<file path="config.mk">
export PLATFORM = sky130hd
export DESIGN_NAME = imem_loader
export DESIGN_NICKNAME = d
export VERILOG_FILES = /design/src/rtl/mips_pkg.sv /design/src/rtl/imem_loader_byte_packer.sv /design/src/rtl/imem_loader.sv
export SDC_FILE = /design/constraint.sdc
export NUM_CORES = 1
export LEC_CHECK = 0
export CELL_PAD_IN_SITES_DETAIL_PLACEMENT = 0
export CELL_PAD_IN_SITES_GLOBAL_PLACEMENT = 1
export CORE_UTILIZATION = 35
export DETAILED_ROUTE_END_ITERATION = 10
export PLACE_DENSITY = 0.76
export SLEW_MARGIN = 25
export SYNTH_ARGS = -nofsm -noshare
export SYNTH_HDL_FRONTEND = slang
export SYNTH_SLANG_ARGS = --single-unit
export TNS_END_PERCENT = 30
</file>
<file path="constraint.sdc">
create_clock -name clk -period 2.4 [get_ports clk]
set_input_delay 0.36 -clock clk [delete_from_list [all_inputs] [get_ports clk]]
set_output_delay 0.36 -clock clk [all_outputs]
set_load 0.005 [all_outputs]
</file>
<file path="src/rtl/mips_pkg.sv">
// Shared MIPS definitions: instruction-memory geometry and the loader state encoding.
package mips_pkg;

  typedef enum logic [2:0] {
    IDLE,
    LEN_HI,
    LEN_LO,
    DATA,
    WRITE,
    DONE,
    ERROR
  } loader_state_t;

  localparam logic [31:0] IMEM_BASE_ADDR = 32'h0040_0000;
  localparam int unsigned IMEM_DEPTH     = 257;

endpackage

</file>
<file path="src/rtl/imem_loader_byte_packer.sv">
// Shifts bytes in MSB-first and flags the byte that completes a 32-bit word.
module byte_packer (
  input  logic        clk,
  input  logic        reset_n,
  input  logic        clear,
  input  logic        shift_en,
  input  logic [7:0]  byte_in,
  output logic [31:0] word_next,
  output logic        word_ready
);

  logic [31:0] word;
  logic [1:0]  count;

  // word_next is the word as it will look after this byte, so the top can capture
  // it on the same edge that completes it
  assign word_next  = {word[23:0], byte_in};
  assign word_ready = shift_en && (count == 2'd3);

  always_ff @(posedge clk) begin
    if (!reset_n) begin
      word  <= '0;
      count <= '0;
    end else if (clear) begin
      word  <= '0;
      count <= '0;
    end else if (shift_en) begin
      word  <= word_next;
      count <= count + 2'd1;
    end
  end

endmodule

</file>
<file path="src/rtl/imem_loader.sv">
// Receives a length-prefixed byte stream and writes it as big-endian words into
// instruction memory, stalling the CPU while the program is loaded.
module imem_loader
  import mips_pkg::*;
#(
  parameter logic [31:0] BASE_ADDR = IMEM_BASE_ADDR,
  parameter int unsigned DEPTH     = IMEM_DEPTH
) (
  input  logic        clk,
  input  logic        reset_n,
  input  logic        start,
  input  logic        in_valid,
  input  logic [7:0]  in_data,
  output logic        in_ready,
  output logic        wr_en,
  output logic [31:0] wr_addr,
  output logic [31:0] wr_data,
  output logic        cpu_stall,
  output logic        done,
  output logic        error,
  output logic [15:0] words_written
);

  localparam logic [15:0] DEPTH16 = 16'(DEPTH);

  loader_state_t state, state_next;
  logic [15:0]   len;
  logic [15:0]   len_full;
  logic          load_start;
  logic          shift_en;
  logic [31:0]   word_next;
  logic          word_ready;

  // The low length byte is decided on as it arrives, so combine it with the stored high byte
  assign len_full   = {len[15:8], in_data};
  assign load_start = ((state == IDLE) || (state == DONE) || (state == ERROR)) && start;
  assign shift_en   = (state == DATA) && in_valid;

  byte_packer u_packer (
    .clk        (clk),
    .reset_n    (reset_n),
    .clear      (load_start),
    .shift_en   (shift_en),
    .byte_in    (in_data),
    .word_next  (word_next),
    .word_ready (word_ready)
  );

  always_comb begin
    state_next = state;
    in_ready   = 1'b0;
    cpu_stall  = 1'b0;
    wr_en      = 1'b0;
    case (state)
      IDLE, DONE, ERROR: begin
        if (start) state_next = LEN_HI;
      end
      LEN_HI: begin
        in_ready  = 1'b1;
        cpu_stall = 1'b1;
        if (in_valid) state_next = LEN_LO;
      end
      LEN_LO: begin
        in_ready  = 1'b1;
        cpu_stall = 1'b1;
        if (in_valid) begin
          if (len_full == 16'd0)          state_next = DONE;
          else if (len_full > DEPTH16)    state_next = ERROR;
          else                            state_next = DATA;
        end
      end
      DATA: begin
        in_ready  = 1'b1;
        cpu_stall = 1'b1;
        if (word_ready) state_next = WRITE;
      end
      WRITE: begin
        wr_en     = 1'b1;
        cpu_stall = 1'b1;
        if ((words_written + 16'd1) == len) state_next = DONE;
        else                                state_next = DATA;
      end
      default: state_next = IDLE;
    endcase
  end

  // Address and data are latched with the completing byte so they are stable for the
  // whole WRITE cycle and hold afterwards
  always_ff @(posedge clk) begin
    if (!reset_n) begin
      state         <= IDLE;
      len           <= '0;
      words_written <= '0;
      done          <= 1'b0;
      error         <= 1'b0;
      wr_addr       <= '0;
      wr_data       <= '0;
    end else begin
      state <= state_next;
      if (load_start) begin
        done          <= 1'b0;
        error         <= 1'b0;
        words_written <= '0;
      end
      if ((state == LEN_HI) && in_valid) len[15:8] <= in_data;
      if ((state == LEN_LO) && in_valid) len[7:0]  <= in_data;
      if (word_ready) begin
        wr_data <= word_next;
        wr_addr <= BASE_ADDR + {14'd0, words_written, 2'b00};
      end
      if (state == WRITE) words_written <= words_written + 16'd1;
      if ((state != DONE)  && (state_next == DONE))  done  <= 1'b1;
      if ((state != ERROR) && (state_next == ERROR)) error <= 1'b1;
    end
  end

endmodule

</file>
==> run metrics <==
result of the run=finished, violations left; failing checks=design-rule violations; Syn Std Cell Area=approximately 5300 µm²; synth-to-layout area growth=31.3%; Final min period=2.29 ns; overall fraction of global-route tracks in use=0.197; transition time at the pin with the least slew margin=approximately 0.54 ns; Worst-Skew Late Latency=approximately 0.36 ns; VDD IR max=about 0.32 mV; total overflow reported by the global router=0; number of I/O pins=between 90 and 100; die outline width=125 µm; Antenna Nets Post-Route=0; Post-Place Worst Slack=-0.120 ns; worst rel slew slack=0.642; Fin. Hold Viols=0; initial core utilization=0.363; Vert. Die Dim=around 130 µm; share of synthesized registers carrying an async set or reset=0; Max Freq=437 MHz; number of pins exceeding their max-slew limit in the final report=0; area enclosed by the die boundary=roughly 16000 µm²; detail-routed net length per standard cell=15.4 µm; critical path fanouts, max=7; 1st-iter DRT viols=333; leakage power total=around 0.0025 µW; count of flip-flops with a built-in enable after synthesis=0; flops & latches, synth=around 110; input/output buffers=a little over 80; period utilization=0.953; worst hold margin=0.458 ns; clock tree from TritonCTS=yes; number of remaining DRC errors=6; routed vias=roughly 5000; core region area=about 15000 µm²; buffers inserted during post-CTS setup optimization=0; count of different cell masters after synthesis=56; H-tree depth=3; path class of the lowest-slack min-delay path=register to register; Crit Path Category=register to register; pin count of the biggest net entering global routing=49; total inserted antenna cells=0; wire length of the first global-routing pass=about 24 mm; critical path required time=between 2 and 3 ns; setup slack after layout=approximately 0.11 ns; Worst setup SP type=register; clock buffer depth=2; vias in the first global route=4620; post-route cell area=7000 µm²; worst path arrival time=2.59 ns; RePlAce Congestion=a little under 1; number of fill cells=about 1500; CTS Buf Count=9; drt pass-1 iters=9; mean area per synthesized cell=7.87 µm²; post-synthesis instance total=roughly 680; non-filler instance count after layout=979; clock root buffer master=sky130_fd_sc_hd__clkbuf_16; placed insts=963; power density relative to cell area=approximately 540 nW/µm²; RSZ-0062 raised after global routing=true; wire length reported by the detailed router=around 15 mm; layout net count=approximately 800; drt via density=4.99; total of warnings raised by yosys=0; number of core rows=44; clock-pin slew of the registers on the worst-case setup and hold paths=around 0.080 ns; register area share after synthesis=0.420; nature of the critical path endpoint=register; Post-DP HPWL=roughly 11 mm; number of failing setup endpoints in the final timing report=0; most used flip-flop cell after synthesis=sky130_fd_sc_hd__dfxtp_1; footprint of the multi-input gates=roughly 2800 µm²; layout cell share with drive strength beyond 1=0.141; initial antenna violation count=0; Setup Skew=0.00903 ns; instance area after placement=around 6700 µm²; most frequent standard cell in the layout excluding fill and tap cells=sky130_fd_sc_hd__nand2_1; Sequential cell area=2250 µm²; commonest non-fill, non-tap cells in the layout=sky130_fd_sc_hd__nand2_1, sky130_fd_sc_hd__dfxtp_1, sky130_fd_sc_hd__clkdlybuf4s50_1; total clock sinks=roughly 110; maxcap violations=0
## synth_stat cells (4+ instances only)
| cell type | count | area [µm²] |
|---|---|---|
| sky130_fd_sc_hd__buf_4 | 17 | 128 |
| sky130_fd_sc_hd__nand3b_1 | 5 | 37.5 |
| sky130_fd_sc_hd__and2_1 | 4 | 25.0 |
| sky130_fd_sc_hd__o21ai_0 | 20 | 100 |
| sky130_fd_sc_hd__nor2_1 | 32 | 120 |
| sky130_fd_sc_hd__clkbuf_1 | 34 | 128 |
| sky130_fd_sc_hd__a21boi_0 | 75 | 563 |
| sky130_fd_sc_hd__inv_1 | 6 | 22.5 |
| sky130_fd_sc_hd__nor4_1 | 8 | 50.1 |
| sky130_fd_sc_hd__nand3_1 | 11 | 55.1 |
| sky130_fd_sc_hd__buf_2 | 6 | 30.0 |
| sky130_fd_sc_hd__dfxtp_1 | 112 | 2240 |
| sky130_fd_sc_hd__and3_1 | 8 | 50.1 |
| sky130_fd_sc_hd__nor2b_1 | 4 | 25.0 |
| sky130_fd_sc_hd__a21oi_1 | 38 | 190 |
| sky130_fd_sc_hd__nand4_1 | 7 | 43.8 |
| sky130_fd_sc_hd__xor2_1 | 7 | 61.3 |
| sky130_fd_sc_hd__nand2_1 | 201 | 754 |
| sky130_fd_sc_hd__nor3b_1 | 4 | 30.0 |
| sky130_fd_sc_hd__xnor2_1 | 17 | 149 |
| sky130_fd_sc_hd__nor3_1 | 11 | 55.1 |
| sky130_fd_sc_hd__buf_1 | 4 | 15.0 |
## where the power goes
part           switching (µW)  internal, µW
logic                     179           132
registers                24.2          1870
clock network             734           854
## repair_timing
item	4_1_cts	5_1_grt
pin swaps	0	6
hold buffers	0	0
setup endpoints to repair	2	5
gates resized for setup	5	5
## critical path, stage by stage (launching register included)
cell and delay (ns):
sky130_fd_sc_hd__dfxtp_4 0.38, sky130_fd_sc_hd__buf_4 0.14, sky130_fd_sc_hd__and4_4 0.26, sky130_fd_sc_hd__a21oi_1 0.09, sky130_fd_sc_hd__o21a_1 0.20, sky130_fd_sc_hd__o31ai_2 0.24
sky130_fd_sc_hd__or4b_4 0.51, sky130_fd_sc_hd__o31ai_4 0.23, sky130_fd_sc_hd__a32o_1 0.19
## metal layers
metal | GRT usage | up-vias | wire (µm)
met5 | 0 | - | 0
met4 | 0.0674 | 0 | 135
met3 | 0.0265 | 8 | 511
met2 | 0.295 | 106 | 6490
met1 | 0.288 | 2294 | 7900
li1 | - | 2477 | -
## registers in the layout (all words and copies together), names as in the netlist
signal,cells
u_packer.word,24
done,1
u_packer.count,2
state,3
words_written,16
wr_data,32
wr_addr,17
len,16
error,1
## final cells by class
class | instances | share of cell area
sequential | 112 | 0.322
clock buffer | 10 | 0.0341
tap | 184 | 0.0329
clock inverter | 6 | 0.0111
multi-input combinational | 509 | 0.404
inverter | 7 | 0.00375
timing repair buffer | 151 | 0.192
## metrics by stage
stage	util	setup TNS (ns)	power [µW]
final	0.476	0	3790
after global routing	0.476	-0.0237	3940
after CTS	0.475	0	3830
after detailed placement	0.453	-0.197	2250
after global placement	0.453	-0.0616	2240
after floorplan	-	0	2130
## final timing paths
kind | from | end | slack (ns) | cells past startpoint
setup reg to reg | words_written[2] | done | 0.11 | 8
hold reg to reg | u_packer.word[23] | u_packer.word[23] | 0.46 | 2
hold / removal | u_packer.word[23] | u_packer.word[23] | 0.46 | 2
setup / recovery | words_written[2] | done | 0.11 | 8
## cell families (layout without fill, tap and decap cells)
family	after synthesis	count (layout)	synth area share
AND/OR/NAND/NOR	310	310	0.264
AO/OA/AOI/OAI	156	156	0.198
flip-flops	112	112	0.420
buffers and inverters	71	174	0.0664
XOR/XNOR	26	26	0.0455
adder cells (fa/ha/maj)	2	2	0.00469
other	1	15	0.000703
Note: power is estimated with default switching activity, not from simulation.
